### src/rtl/olivia_boot_loader_if.sv
// Byte-stream and instruction-memory write bus of the Olivia boot loader.
// master = the loader itself, slave = byte source plus instruction memory.
interface olivia_boot_loader_if;
    logic        in_valid;
    logic [7:0]  in_data;
    logic        in_ready;
    logic        imem_we;
    logic [63:0] imem_addr;
    logic [31:0] imem_wdata;

    modport master (
        input  in_valid, in_data,
        output in_ready, imem_we, imem_addr, imem_wdata
    );

    modport slave (
        output in_valid, in_data,
        input  in_ready, imem_we, imem_addr, imem_wdata
    );
endinterface

### src/rtl/olivia_boot_loader.sv
// Boot loader: byte stream -> little-endian words -> imem writes, holds the core until done.
// Optional trailing XOR checksum byte enabled by BOOT_LOADER_CHECKSUM_EN.
module olivia_boot_loader #(
    parameter int IMEM_DEPTH_WORDS = 64,
    parameter int CNT_W            = 16
) (
    input  logic                 clk,
    input  logic                 rst,
    olivia_boot_loader_if.master bus,
    output logic                 core_hold,
    output logic                 done,
    output logic                 error
);
    typedef enum logic [2:0] {
        LEN_LO,
        LEN_HI,
        DATA,
`ifdef BOOT_LOADER_CHECKSUM_EN
        CHECK,
`endif
        RUN,
        ERR
    } state_t;

    state_t           state_q;
    logic             in_ready_q;
    logic             imem_we_q;
    logic [63:0]      imem_addr_q;
    logic [31:0]      imem_wdata_q;
    logic             core_hold_q;
    logic             done_q;
    logic             error_q;
    logic [CNT_W-1:0] count_q;
    logic [CNT_W-1:0] word_idx_q;
    logic [1:0]       byte_idx_q;
    logic [23:0]      byte_buf_q;
`ifdef BOOT_LOADER_CHECKSUM_EN
    logic [7:0]       chk_q;
`endif

    logic             accept;
    logic [CNT_W-1:0] count_d;
    logic [31:0]      word_d;
    logic             last_word;

    assign accept    = bus.in_valid && in_ready_q;
    assign count_d   = CNT_W'({bus.in_data, count_q[7:0]});
    assign word_d    = {bus.in_data, byte_buf_q};
    assign last_word = (word_idx_q == count_q - CNT_W'(1));

    assign bus.in_ready   = in_ready_q;
    assign bus.imem_we    = imem_we_q;
    assign bus.imem_addr  = imem_addr_q;
    assign bus.imem_wdata = imem_wdata_q;
    assign core_hold      = core_hold_q;
    assign done           = done_q;
    assign error          = error_q;

    // NOTE: every register here updates with <= so all of them sample the same pre-edge values.
    always_ff @(posedge clk or negedge rst) begin
        if (!rst) begin
            state_q      <= LEN_LO;
            in_ready_q   <= 1'b0;
            imem_we_q    <= 1'b0;
            imem_addr_q  <= '0;
            imem_wdata_q <= '0;
            core_hold_q  <= 1'b1;
            done_q       <= 1'b0;
            error_q      <= 1'b0;
            count_q      <= '0;
            word_idx_q   <= '0;
            byte_idx_q   <= '0;
            byte_buf_q   <= '0;
`ifdef BOOT_LOADER_CHECKSUM_EN
            chk_q        <= '0;
`endif
        end else begin
            // NOTE: the write strobe is a single-cycle pulse, so it defaults low every cycle.
            imem_we_q <= 1'b0;
            case (state_q)
                LEN_LO: begin
                    in_ready_q <= 1'b1;
                    if (accept) begin
                        count_q[7:0] <= bus.in_data;
                        state_q      <= LEN_HI;
                    end
                end
                LEN_HI: begin
                    if (accept) begin
                        count_q <= count_d;
                        if (count_d > CNT_W'(IMEM_DEPTH_WORDS)) begin
                            state_q    <= ERR;
                            in_ready_q <= 1'b0;
                        end else if (count_d == '0) begin
`ifdef BOOT_LOADER_CHECKSUM_EN
                            state_q    <= CHECK;
`else
                            state_q    <= RUN;
                            in_ready_q <= 1'b0;
`endif
                        end else begin
                            state_q <= DATA;
                        end
                    end
                end
                DATA: begin
                    if (accept) begin
`ifdef BOOT_LOADER_CHECKSUM_EN
                        chk_q <= chk_q ^ bus.in_data;
`endif
                        byte_idx_q <= byte_idx_q + 2'd1;
                        case (byte_idx_q)
                            2'd0: byte_buf_q[7:0]   <= bus.in_data;
                            2'd1: byte_buf_q[15:8]  <= bus.in_data;
                            2'd2: byte_buf_q[23:16] <= bus.in_data;
                            default: begin
                                // Word is registered here, so the stream never stalls for the write.
                                imem_we_q    <= 1'b1;
                                imem_addr_q  <= 64'(word_idx_q) << 2;
                                imem_wdata_q <= word_d;
                                word_idx_q   <= word_idx_q + CNT_W'(1);
                                if (last_word) begin
`ifdef BOOT_LOADER_CHECKSUM_EN
                                    state_q    <= CHECK;
`else
                                    state_q    <= RUN;
                                    in_ready_q <= 1'b0;
`endif
                                end
                            end
                        endcase
                    end
                end
`ifdef BOOT_LOADER_CHECKSUM_EN
                CHECK: begin
                    if (accept) begin
                        in_ready_q <= 1'b0;
                        state_q    <= (bus.in_data == chk_q) ? RUN : ERR;
                    end
                end
`endif
                RUN: begin
                    core_hold_q <= 1'b0;
                    done_q      <= 1'b1;
                end
                ERR: begin
                    error_q <= 1'b1;
                end
                default: begin
                    state_q    <= ERR;
                    in_ready_q <= 1'b0;
                end
            endcase
        end
    end
endmodule

### src/flat_wrapper.sv
// flat-port wrapper written by rule: the top's interface ports become plain ports
module olivia_boot_loader_flat 
#(
    parameter int IMEM_DEPTH_WORDS = 64,
    parameter int CNT_W            = 16
)
  (clk, rst, core_hold, done, error, bus_in_valid, bus_in_data, bus_in_ready, bus_imem_we, bus_imem_addr, bus_imem_wdata);
  olivia_boot_loader_if bus_i ();
  input  logic clk;
  input  logic rst;
  output logic core_hold;
  output logic done;
  output logic error;
  input wire logic [$bits(bus_i.in_valid)-1:0] bus_in_valid;
  input wire logic [$bits(bus_i.in_data)-1:0] bus_in_data;
  output wire logic [$bits(bus_i.in_ready)-1:0] bus_in_ready;
  output wire logic [$bits(bus_i.imem_we)-1:0] bus_imem_we;
  output wire logic [$bits(bus_i.imem_addr)-1:0] bus_imem_addr;
  output wire logic [$bits(bus_i.imem_wdata)-1:0] bus_imem_wdata;
  assign bus_i.in_valid = bus_in_valid;
  assign bus_i.in_data = bus_in_data;
  assign bus_in_ready = bus_i.in_ready;
  assign bus_imem_we = bus_i.imem_we;
  assign bus_imem_addr = bus_i.imem_addr;
  assign bus_imem_wdata = bus_i.imem_wdata;
  olivia_boot_loader #(.IMEM_DEPTH_WORDS(IMEM_DEPTH_WORDS), .CNT_W(CNT_W)) u_core (.clk(clk), .rst(rst), .bus(bus_i), .core_hold(core_hold), .done(done), .error(error));
endmodule
### config.mk
export PLATFORM = sky130hd
export DESIGN_NAME = olivia_boot_loader_flat
export DESIGN_NICKNAME = d
export VERILOG_FILES = /design/src/rtl/olivia_boot_loader_if.sv /design/src/rtl/olivia_boot_loader.sv /design/src/flat_wrapper.sv
export SDC_FILE = /design/constraint.sdc
export NUM_CORES = 1
export LEC_CHECK = 0
export CORE_AREA = 2 2 150 152
export CTS_BUF_LIST = sky130_fd_sc_hd__clkbuf_8
export CTS_CLUSTER_SIZE = 24
export DETAILED_ROUTE_END_ITERATION = 12
export DIE_AREA = 0 0 152 154
export PLACE_DENSITY = 0.54
export SYNTH_ARGS = -nofsm -noshare
export SYNTH_HDL_FRONTEND = slang
export SYNTH_SLANG_ARGS = --single-unit
### constraint.sdc
create_clock -name clk -period 2.53 [get_ports clk]
set_input_delay 0.506 -clock clk [delete_from_list [all_inputs] [get_ports clk]]
set_output_delay 0.506 -clock clk [all_outputs]
set_load 0.03 [all_outputs]
==> reports/summary.json <==
{
  "outcome": "completed",
  "remaining_drc_errors": 0,
  "cp.buffers_inverters": 0,
  "antenna_cells_inserted": 0,
  "post_drt_via_cell_ratio": 4.09,
  "maxCapViolCount": 0,
  "cpPeakStageDelay_ns": 0.59,
  "drt_iter0_markers": 177,
  "synth.ff_latch_count": 114,
  "setup_clock_skew_after_layout_ns": 0.0106,
  "synth_simple_gate_area_share_pct": 18.9,
  "areaGrowthSynthToFinish_pct": 24.9,
  "report.final.hold_viol_count": 0,
  "worst-endpoint-required_ns": 2.85,
  "synthCells": 530,
  "synth_top_flop_cell": "sky130_fd_sc_hd__dfrtp_1",
  "regToRegSetupSlack_ns": 0.30,
  "worst_ir_drop_vdd_mv": 0.250,
  "clock.fmax_mhz": 448,
  "routing_usage_on_met2_pct": 17.2,
  "cts_max_level": 4,
  "grt_start_max_net_pins": 52,
  "number_of_gates_resized_after_cts": 0,
  "cts_hold_buf": 0,
  "core_um2": 21700,
  "power.switching_mw": 0.963,
  "cts_max_path_buffers": 2,
  "power_density_nw_per_um2": 583,
  "die-area_um2": 23400,
  "synth.yosys.warnings": 0,
  "cp.arrival_ns": 2.55,
  "fraction_of_power_spent_switching_nets_pct": 24.5,
  "gp_routability_congestion": 0.790,
  "synth_area_per_cell_um2": 10.2,
  "numClockSinks": 114,
  "grt_pass1_wl_um": 20300,
  "num_vias": 3695,
  "first_global_vias": 3798,
  "drt_pass1_iterations": 4,
  "grtUsageMet3_pct": 2.76,
  "setup.worst_path.class": "flip-flop to flip-flop",
  "critPathLaunchType": "flip-flop",
  "global_route.usage.total_pct": 10.9,
  "post_cts_buffers": 0,
  "floorplan.die.height_um": 154,
  "antenna_violating_nets_post_route": 0,
  "worst_setup_path_end_kind": "flip-flop",
  "fin_crit_ns": 2.23,
  "rows": 54,
  "p_leak_nw": 3.38,
  "place_hpwl_um": 8620,
  "post_drt_wl_per_cell_um": 13.7,
  "synthesis.area_um2": 5390,
  "antenna_found_initial": 0,
  "tritoncts": "done",
  "io_buffers": 63,
  "hold_path_class": "input port to async pin",
  "layout_worst_path_cycle_share_pct": 88.2,
  "globalRouteOverflowTotal": 0,
  "async_reset_ff_share_pct": 100,
  "clk_root_buffer_cell": "sky130_fd_sc_hd__clkbuf_8",
  "rsz0062_at_grt": "false",
  "internal_power_mw": 2.96,
  "synth_mux_area_share_pct": 7.53,
  "proportion_of_power_drawn_by_the_clock_network_pct": 48.9,
  "totalWireLength_um": 12400,
  "gr-max-usage-layer": "met2",
  "drive_gt1_share_pct": 15.6,
  "fp.dieW_um": 152,
  "starting_utilization_of_the_core_area_pct": 24.8,
  "worstPathCellList": "or4_4 -> nor3_2 -> nor3b_2 -> xnor2_1 -> nand4_1 -> o31a_1",
  "top_level_ports": 112,
  "synth_edf_count": 0,
  "main_combinational_cell_family_by_area_after_synthesis": "simple AND/OR/NAND/NOR gates",
  "tightestPinTransition_ns": 0.563,
  "max_slew_margin_pct": 62.5,
  "critical_path_peak_fanout": 6,
  "synth_largest_type_area_fraction_pct": 52.5,
  "gr_layer_usage_met1_pct": 14.7,
  "power_mw": 3.92,
  "synth-adder-area-share_pct": 1.63,
  "fin_tns_setup_ns": 0,
  "worst_path_slowest_cell": "sky130_fd_sc_hd__or4_4",
  "timing_max_transition_violations_final": 0,
  "seq_power_share_pct": 46.4,
  "synth.lib_cells_used.distinct": 49,
  "synth.area.top_cells": "sky130_fd_sc_hd__dfrtp_1 (52%), sky130_fd_sc_hd__nand2_1 (12%), sky130_fd_sc_hd__mux2_2 (7.1%)",
  "num-nets-final": 628,
  "filler_cell_count": 2273,
  "yosys.area_share.xor_xnor_pct": 6.50,
  "reg_to_reg_start": "u_core.count_q[8]",
  "clock_pin_slew_on_the_worst_setup_and_hold_paths_ns": 0.08,
  "share_comb_of_total_power_pct": 4.7,
  "cts-buffers-inserted": 17,
  "ys_seq_area_share_pct": 53.0,
  "kind_of_cell_adding_the_most_delay_to_the_critical_path": "simple AND/OR/NAND/NOR gates",
  "finalSetupViolations": 0,
  "yosysTopAreaCell": "sky130_fd_sc_hd__dfrtp_1",
  "insertion_delay_of_the_later_clocked_pin_in_the_worst_skew_pair_ns": 0.44,
  "worstSetupStartpoint": "u_core.count_q[8]",
  "synth_compound_area_share_pct": 3.39
}
[kinds of logic after synthesis]
logic type,after synthesis
AND/OR/NAND/NOR,227
flip-flops,114
buffers and inverters,77
XOR/XNOR,40
multiplexers,36
AO/OA/AOI/OAI,28
adder cells (fa/ha/maj),7
other,1
[cells in the mapped netlist (all sizes together) (2+ instances only)]
master and instances:
nor4 3, and2 3, mux2 36, a21o 2
dfrtp 113, nand2 170, buf 54, ha 7
nand4 9, nor3b 2, nor3 7, nor2b 2
or4 2, a21oi 3, o31ai 2, nor2 12
and3 3, o21ai 11, and4 3, clkbuf 15
xor2 16, nand3b 2, inv 8, o41ai 2
nand3 4, xnor2 24, nand2b 4
[stage by stage]
stage | instances | hold WS [ns] | setup slack [ns] | util [%] | cell area (um^2)
2_1_floorplan | 577 | 0.210 | 0.620 | - | 5560
3_3_place_gp | 871 | 0.450 | 0.184 | 28.9 | 6280
3_5_place_dp | 871 | 0.453 | 0.174 | 28.9 | 6280
4_1_cts | 903 | 0.0383 | 0.334 | 31.0 | 6730
5_1_grt | 903 | 0.0545 | 0.177 | 31.0 | 6730
6_report | 903 | 0.0436 | 0.298 | 31.0 | 6730
[final cells by class]
type                            count  area, um^2  area share [%]
Inverter                            8        30.0           0.446
Multi-Input combinational cell    386        2230            33.1
Clock inverter                     14         203            3.01
Timing Repair Buffer               83         816            12.1
Tap cell                          280         350            5.21
Sequential cell                   114        2850            42.4
Clock buffer                       18         248            3.68
[final timing paths]
path                                              to  cells after the start
hold / removal              u_core.bus.imem_wdata[8]                      1
setup reg to reg                 u_core.bus.in_ready                      6
min in group clk            u_core.bus.imem_wdata[8]                      2
hold reg to reg             u_core.bus.imem_wdata[8]                      2
setup / recovery                 u_core.bus.in_ready                      6
max in group asynchronous  u_core.bus.imem_wdata[30]                      2
[layout by cell type, fill, tap and decap left out, types with 16 or more instances in the layout]
cell / count
sky130_fd_sc_hd__clkbuf_8: 18
sky130_fd_sc_hd__clkdlybuf4s50_1: 62
sky130_fd_sc_hd__xnor2_1: 24
sky130_fd_sc_hd__conb_1: 48
sky130_fd_sc_hd__xor2_1: 16
sky130_fd_sc_hd__nand2_1: 170
sky130_fd_sc_hd__buf_4: 18
sky130_fd_sc_hd__dfrtp_1: 113
sky130_fd_sc_hd__mux2_2: 34
[power groups by stage]
stage	combinational (mW)	clock (mW)	sequential, mW
after detailed placement	0.185	0	1.86
final	0.183	1.92	1.82
after global routing	0.197	2.04	1.82
after CTS	0.185	1.97	1.82
after global placement	0.186	0	1.86
after floorplan	0.151	0	1.86
[per-layer routing]
metal	vias to the layer above	wire (um)
li1	1796	-
met3	13	401
met2	91	5700
met1	1795	6080
met5	-	0
met4	0	189
[state kept, by name, summed over array words and instances (netlist names)]
register               count
u_core.word_idx_q         16
u_core.bus.imem_addr      16
u_core.bus.in_ready        1
u_core.error               1
u_core.state_q             3
u_core.byte_buf_q         24
u_core.bus.imem_wdata     32
u_core.core_hold           1
u_core.done                1
u_core.bus.imem_we         1
u_core.count_q            16
u_core.byte_idx_q          2
Power figures use the tool's default switching activity.
